<file path="src/rtl/tlb_page_splitter.sv">
// Splits parsed requests so that no emitted piece crosses a page boundary.
// Optional huge-page boundary selection is enabled with `define TLB_SPLIT_HUGE_EN.
module tlb_page_splitter #(
    parameter int PG_BITS    = 12,
    parameter int HPG_BITS   = 21,
    parameter int VADDR_BITS = 48,
    parameter int LEN_BITS   = 32
) (
    input  logic                  aclk,
    input  logic                  aresetn,
    input  logic                  req_in_valid,
    output logic                  req_in_ready,
    input  logic [VADDR_BITS-1:0] req_in_vaddr,
    input  logic [LEN_BITS-1:0]   req_in_len,
    input  logic                  req_in_ctl,
    input  logic                  req_in_sync,
    input  logic                  req_in_stream,
    input  logic [3:0]            req_in_dest,
    input  logic [1:0]            req_in_cache_mode,
    input  logic                  req_in_rsrvd,
    input  logic                  req_in_rsrvd_high,
`ifdef TLB_SPLIT_HUGE_EN
    input  logic                  hpage_in,
    output logic                  hpage_out,
`endif
    output logic                  req_out_valid,
    input  logic                  req_out_ready,
    output logic [VADDR_BITS-1:0] req_out_vaddr,
    output logic [LEN_BITS-1:0]   req_out_len,
    output logic                  req_out_ctl,
    output logic                  req_out_sync,
    output logic                  req_out_stream,
    output logic [3:0]            req_out_dest,
    output logic [1:0]            req_out_cache_mode,
    output logic                  req_out_rsrvd,
    output logic                  req_out_rsrvd_high
);

    typedef enum logic [1:0] {
        ST_IDLE  = 2'd0,
        ST_SPLIT = 2'd1,
        ST_SEND  = 2'd2
    } state_t;

    localparam logic [LEN_BITS-1:0] SMALL_PG = LEN_BITS'(1) << PG_BITS;
    localparam logic [LEN_BITS-1:0] HUGE_PG  = LEN_BITS'(1) << HPG_BITS;

    state_t                r_state,     w_nxt_state;
    logic [VADDR_BITS-1:0] r_vaddr,     w_nxt_vaddr;
    logic [LEN_BITS-1:0]   r_len,       w_nxt_len;
    logic                  r_ctl,       w_nxt_ctl;
    logic                  r_sync,      w_nxt_sync;
    logic                  r_stream,    w_nxt_stream;
    logic [3:0]            r_dest,      w_nxt_dest;
    logic [1:0]            r_cmode,     w_nxt_cmode;
    logic                  r_hpage,     w_nxt_hpage;
    logic [VADDR_BITS-1:0] r_out_vaddr, w_nxt_out_vaddr;
    logic [LEN_BITS-1:0]   r_out_len,   w_nxt_out_len;
    logic                  r_out_ctl,   w_nxt_out_ctl;

    logic [LEN_BITS-1:0]   w_pg_size;
    logic [LEN_BITS-1:0]   w_off;
    logic [LEN_BITS-1:0]   w_rem;
    logic                  w_hpage_src;
    logic                  w_unused;

`ifdef TLB_SPLIT_HUGE_EN
    assign w_hpage_src = hpage_in;
    assign w_pg_size   = r_hpage ? HUGE_PG : SMALL_PG;
    assign hpage_out   = r_hpage;
`else
    assign w_hpage_src = 1'b0;
    assign w_pg_size   = SMALL_PG;
`endif

    // Bytes left to the next boundary; an aligned address yields a full page.
    assign w_off = LEN_BITS'(r_vaddr) & (w_pg_size - LEN_BITS'(1));
    assign w_rem = w_pg_size - w_off;

    assign w_unused = ^{req_in_rsrvd, req_in_rsrvd_high, HPG_BITS[0]};

    assign req_in_ready       = (r_state == ST_IDLE);
    assign req_out_valid      = (r_state == ST_SEND);
    assign req_out_vaddr      = r_out_vaddr;
    assign req_out_len        = r_out_len;
    assign req_out_ctl        = r_out_ctl;
    assign req_out_sync       = r_sync;
    assign req_out_stream     = r_stream;
    assign req_out_dest       = r_dest;
    assign req_out_cache_mode = r_cmode;
    assign req_out_rsrvd      = 1'b0;
    assign req_out_rsrvd_high = 1'b0;

    // Next-state and datapath update for the accept/split/send loop.
    always_comb begin
        w_nxt_state     = r_state;
        w_nxt_vaddr     = r_vaddr;
        w_nxt_len       = r_len;
        w_nxt_ctl       = r_ctl;
        w_nxt_sync      = r_sync;
        w_nxt_stream    = r_stream;
        w_nxt_dest      = r_dest;
        w_nxt_cmode     = r_cmode;
        w_nxt_hpage     = r_hpage;
        w_nxt_out_vaddr = r_out_vaddr;
        w_nxt_out_len   = r_out_len;
        w_nxt_out_ctl   = r_out_ctl;
        case (r_state)
            ST_IDLE: begin
                if (req_in_valid) begin
                    w_nxt_vaddr  = req_in_vaddr;
                    w_nxt_len    = req_in_len;
                    w_nxt_ctl    = req_in_ctl;
                    w_nxt_sync   = req_in_sync;
                    w_nxt_stream = req_in_stream;
                    w_nxt_dest   = req_in_dest;
                    w_nxt_cmode  = req_in_cache_mode;
                    w_nxt_hpage  = w_hpage_src;
                    w_nxt_state  = ST_SPLIT;
                end else begin
                    w_nxt_state  = ST_IDLE;
                end
            end
            ST_SPLIT: begin
                w_nxt_out_vaddr = r_vaddr;
                if (r_len > w_rem) begin
                    w_nxt_out_len = w_rem;
                    w_nxt_out_ctl = 1'b0;
                    w_nxt_vaddr   = r_vaddr + VADDR_BITS'(w_rem);
                    w_nxt_len     = r_len - w_rem;
                end else begin
                    w_nxt_out_len = r_len;
                    w_nxt_out_ctl = r_ctl;
                    w_nxt_len     = '0;
                end
                w_nxt_state = ST_SEND;
            end
            ST_SEND: begin
                if (req_out_ready) begin
                    w_nxt_state = (r_len != '0) ? ST_SPLIT : ST_IDLE;
                end else begin
                    w_nxt_state = ST_SEND;
                end
            end
            default: begin
                w_nxt_state = ST_IDLE;
            end
        endcase
    end

    // State and datapath registers with synchronous active-low reset.
    always_ff @(posedge aclk) begin
        if (!aresetn) begin
            r_state     <= ST_IDLE;
            r_vaddr     <= '0;
            r_len       <= '0;
            r_ctl       <= 1'b0;
            r_sync      <= 1'b0;
            r_stream    <= 1'b0;
            r_dest      <= 4'd0;
            r_cmode     <= 2'd0;
            r_hpage     <= 1'b0;
            r_out_vaddr <= '0;
            r_out_len   <= '0;
            r_out_ctl   <= 1'b0;
        end else begin
            r_state     <= w_nxt_state;
            r_vaddr     <= w_nxt_vaddr;
            r_len       <= w_nxt_len;
            r_ctl       <= w_nxt_ctl;
            r_sync      <= w_nxt_sync;
            r_stream    <= w_nxt_stream;
            r_dest      <= w_nxt_dest;
            r_cmode     <= w_nxt_cmode;
            r_hpage     <= w_nxt_hpage;
            r_out_vaddr <= w_nxt_out_vaddr;
            r_out_len   <= w_nxt_out_len;
            r_out_ctl   <= w_nxt_out_ctl;
        end
    end

endmodule
</file>
<file path="config.mk">
export PLATFORM = sky130hd
export DESIGN_NAME = tlb_page_splitter
export DESIGN_NICKNAME = d
export VERILOG_FILES = /design/src/rtl/tlb_page_splitter.sv
export SDC_FILE = /design/constraint.sdc
export NUM_CORES = 1
export LEC_CHECK = 0
export ABC_CLOCK_PERIOD_IN_PS = 10550
export CAP_MARGIN = 30
export CORE_UTILIZATION = 57
export DETAILED_ROUTE_END_ITERATION = 12
export DONT_BUFFER_PORTS = 1
export GPL_TIMING_DRIVEN = 0
export MAX_ROUTING_LAYER = met4
export PLACE_DENSITY = 0.72
export SETUP_SLACK_MARGIN = 0.15
export SYNTH_ARGS = -nofsm -noshare
export SYNTH_HDL_FRONTEND = slang
export SYNTH_SLANG_ARGS = --single-unit
</file>
<file path="constraint.sdc">
create_clock -name aclk -period 10.55 [get_ports aclk]
set_input_delay 2.6375 -clock aclk [delete_from_list [all_inputs] [get_ports aclk]]
set_output_delay 2.6375 -clock aclk [all_outputs]
set_load 0.02 [all_outputs]
</file>
### Word-level counts from Yosys, hierarchy flattened

Index checks and enable logic that the tools add are counted.

* register bits: 172
* output and inout port bits: 93
* logic and storage cells: 37

* $add $sub $neg: 3
* $lt $le $gt $ge: 1
* eq/ne operators: 4
* mux-type cells: 12
* reduce and logical (&&, ||, !) cells: 6

Operators by type and width (count)
* two-way mux 32 bit: 3
* two-way mux 48 bit: 2
* one-hot mux 48 bit (2 select lines): 1
* one-hot mux 32 bit (2 select lines): 1
* adder 48 x 32 -> 48 bit: 1
* > comparator 32 bit: 1
* nonzero test 32 bit: 1
* subtractor 32 bit: 1
* subtractor 13 x 12 -> 14 bit (first input constant): 1
* one-hot mux 2 bit (3 select lines): 1
* inequality test 2 bit (second input constant): 2
* AND reduction 2 bit: 2
* two-way mux 1 bit: 3
* AND reduction 3 bit: 1
* equality test 2 x 1 -> 1 bit (second input constant): 1
* equality test 2 bit (second input constant): 1
* logical NOT 2 bit: 1
* two-way mux 2 bit: 1
* nonzero test 2 bit: 1

### Longest topological paths before layout

* word-level depth: 4
* gate-level depth with buffers: 20

### Worst setup path before layout

Ideal clock, no wire load.

* path type: in2reg
* from: in req_in_valid
* to: reg r_vaddr[36]
* setup time: 70 ps
* data arrival time: 3796 ps
* setup slack: 6684 ps
* cell stages on the path: 6
* path buffers: 3
* cells stage by stage: and2_1 clkbuf_1 buf_1 clkbuf_1 o22ai_1 a21oi_1

* cells in the longest elaborated chain, start to end: 2

Ends and longest elaborated chain
* from (decl): RTL line 11 `input logic req_in_valid,`
* inequality test 2 bit (no source line)
* AND reduction 3 bit (no source line)
* to (signal assigned): RTL line 168 `r_vaddr <= w_nxt_vaddr;`
* to (decl): RTL line 49 `logic [VADDR_BITS-1:0] r_vaddr, w_nxt_vaddr;`

Every way passes these cells.
A chain may end at the register's enable or synchronous reset.

### Worst setup path after layout

* from: reg r_vaddr[3]
* to: reg r_vaddr[25]

* cells in the longest elaborated chain, start to end: 4
* elaborated cells on any way between the ends: 7

Ends and longest elaborated chain
* subtractor 13 x 12 -> 14 bit: RTL line 78 `assign w_rem = w_pg_size - w_off;`
* adder 48 x 32 -> 48 bit or > comparator 32 bit (tied branches): RTL line 129, 126
* two-way mux 48 bit or inequality test 2 bit (tied branches)
* one-hot mux 48 bit (2 select lines) or AND reduction 3 bit (tied branches)

Parallel ways exist; a longest one is shown, timed or not. The select of a mux whose other input is x is not followed.

==> flow_summary.json <==
{
  "outcome": "completed",
  "grt_pass1_wl_um": 46530,
  "finalWorstPathRequiredPeriod_ps": 4879,
  "num_vias": 9260,
  "post_cts_buffers": 0,
  "max_stage_delay_ps": 580,
  "cts_root_buf": "clkbuf_16",
  "vias_per_cell": 6.360,
  "path_clk_slew_ps": 70,
  "synth_seq_area_share": 0.3692,
  "synth_ff_type": "dfxtp_1",
  "yosys_warnings": 0,
  "synth_top_cell_area_share": 0.3692,
  "nNetsFinal": 1343,
  "switchingPower_uw": 801.4,
  "slew_viol_final": 0,
  "io_buffer_count": 0,
  "final-hold-violation-count": 0,
  "crit_path_cell_trace": "buf_4, nor4_4, nand2_1, inv_1, nand2_1, nor3_1, inv_1, ha_1, nand3_1, nor4b_4, and2_1, a22oi_1, a211oi_4, nor2_1, clkbuf_1, o21ai_0, a21oi_1",
  "clkPwrFrac": 0.317,
  "clock-sinks": 172,
  "dieArea_mm2": 0.01688,
  "avgSynthCellArea_um2": 7.746,
  "hpwl_um": 21980,
  "numCtsBuffers": 17,
  "p_per_area_mw_per_mm2": 208.4,
  "ios": 188,
  "skew_ps": 10.85,
  "routed_wl_um": 30700,
  "cts_tree": "done",
  "die_h_um": 129.9,
  "fin_ws_ps": 5672,
  "grt_usage": 0.3750,
  "synthTopCellsByArea": "dfxtp_1 37%, a21oi_1 7.9%, nand2_1 7.7%",
  "maxSlewHeadroom": 0.4300,
  "irDropWorstVdd_v": 0.0001346,
  "ant_nets": 0,
  "coreArea_mm2": 0.01594,
  "crit_fanout": 10,
  "p_int_uw": 1330,
  "max-cap-violations": 0,
  "gp_congestion": 0.9380,
  "power_uw": 2132,
  "area_growth_pct": 9.673,
  "grt_pass1_vias": 8539,
  "dr.first_iter.drc_count": 982,
  "worst_slew_pin_slew_ps": 855.0,
  "cp_top_family": "simple AND/OR/NAND/NOR gates",
  "ys_seq_elements": 172,
  "rows": 46,
  "synthCells": 1204,
  "leakage_uw": 0.003861,
  "drive_gt1_frac": 0.06306,
  "die_x_um": 129.9,
  "fill_cells": 1470,
  "fmax_mhz": 205.0,
  "synth_edf_count": 0,
  "synth_most_common_cell": "nand2_1",
  "hold_class": "reg -> reg",
  "comb_power_share": 0.319,
  "synth_area_mm2": 0.009326,
  "cp_slowest_cell": "nor3_1",
  "postLayoutCoreUtil": 0.6416,
  "ctsResizeCount": 0,
  "critPathKind": "reg -> reg",
  "first_pass_iters": 8,
  "htreeDepth": 4,
  "initial_utilization": 0.5850,
  "end_kind": "flip-flop",
  "crit_path_start_kind": "flip-flop",
  "swShare": 0.3759,
  "cts_hold_buf": 0,
  "seqPwrFrac": 0.363,
  "drc_errors": 0,
  "cp.required_ps": 10840,
  "rsz0062_at_grt": "no",
  "dp_slack_ps": 5842,
  "cts.path.max_buffers": 2,
  "antenna_found_initial": 2,
  "clkLatencyLatePin_ps": 440,
  "cp.buffers_inverters": 4,
  "ys_types": 78,
  "yosys.area.top_type": "dfxtp_1",
  "grt_max_degree": 17,
  "overflow": 0,
  "finalSetupTns_ps": 0,
  "crit_arrival_ps": 5170,
  "setup_viol": 0,
  "synthArstFlopShare": 0,
  "synthTopCellsByCount": "192 x nand2_1, 172 x dfxtp_1, 147 x a21oi_1",
  "wl_per_cell_um": 21.09,
  "final.period_utilization": 0.4624
}
-- cell usage in the layout, fill, tap and decap left out, drive strengths merged, types with 18 or more instances in the layout --
master  instances
nand2         192
o21ai          87
dfxtp         172
xor2           28
mux2i          18
nand3          30
nor3           22
and3           33
inv            26
a21oi         147
ha             23
nor2           92
buf            32
a211oi         21
clkbuf         83
-- tightest hold or removal path, cell delays in order, from the launching register on --
cell and delay (ps):
dfxtp_1 310, nand2_1 50, a21oi_1 50
-- worst paths after layout --
check / start / endpoint / slack [ps] / cells after the start
hold reg to reg: r_ctl$_SDFFE_PN0P_ / r_ctl$_SDFFE_PN0P_ / 460 / 2
setup reg to reg: r_vaddr[3]$_SDFFE_PN0P_ / r_vaddr[25]$_SDFFE_PN0P_ / 5670 / 17
hold / removal: r_ctl$_SDFFE_PN0P_ / r_ctl$_SDFFE_PN0P_ / 460 / 2
setup / recovery: r_vaddr[3]$_SDFFE_PN0P_ / r_vaddr[25]$_SDFFE_PN0P_ / 5670 / 17
-- power groups by stage --
stage / sequential, uW / combinational, uW / clock [uW]
4_1_cts: 772 / 662 / 674
6_report: 775 / 681 / 676
3_3_place_gp: 785 / 648 / 0
3_5_place_dp: 786 / 656 / 0
2_1_floorplan: 770 / 511 / 0
5_1_grt: 781 / 747 / 700
-- per-stage QoR --
step	cells	instance area (um2)	hold slack [ps]
after CTS	1453	10220	460.0
after floorplan	1205	9330	436.6
after global routing	1455	10230	480.0
final	1456	10230	463.5
after global placement	1421	9600	445.5
after detailed placement	1421	9600	450.8
-- cell families after synthesis --
family | synth area share
AND/OR/NAND/NOR | 0.2314
AO/OA/AOI/OAI | 0.2460
flip-flops | 0.3692
buffers and inverters | 0.05178
XOR/XNOR | 0.04226
adder cells (fa/ha/maj) | 0.03837
multiplexers | 0.02053
other | 0.0004021
-- layout make-up --
| class | instances | area (um2) | area share |
|---|---|---|---|
| well taps | 216 | 270.3 | 0.02642 |
| plain buffers | 96 | 407.9 | 0.03988 |
| flip-flops and latches | 172 | 3443 | 0.3366 |
| clock inverters | 13 | 177.7 | 0.01737 |
| diodes | 3 | 7.507 | 0.0007339 |
| clock buffers | 19 | 442.9 | 0.04330 |
| multi-input cells | 917 | 5404 | 0.5283 |
| inverters | 20 | 75.07 | 0.007339 |
-- routing by layer --
layer / vias up / track usage / routed length (um)
met4: 0 / 0.1594 / 1255
met1: 4295 / 0.4639 / 12360
met2: 522 / 0.5794 / 13720
met5: - / - / 0
met3: 100 / 0.09553 / 3374
li1: 4343 / - / -
-- state kept, by name (all words and copies together), names as in the netlist, 2 cells and up --
| name | count |
|---|---|
| req_out_vaddr | 48 |
| req_out_cache_mode | 2 |
| r_len | 32 |
| r_state | 2 |
| r_vaddr | 48 |
| req_out_len | 32 |
| req_out_dest | 4 |
Power figures use the tool's default switching activity.
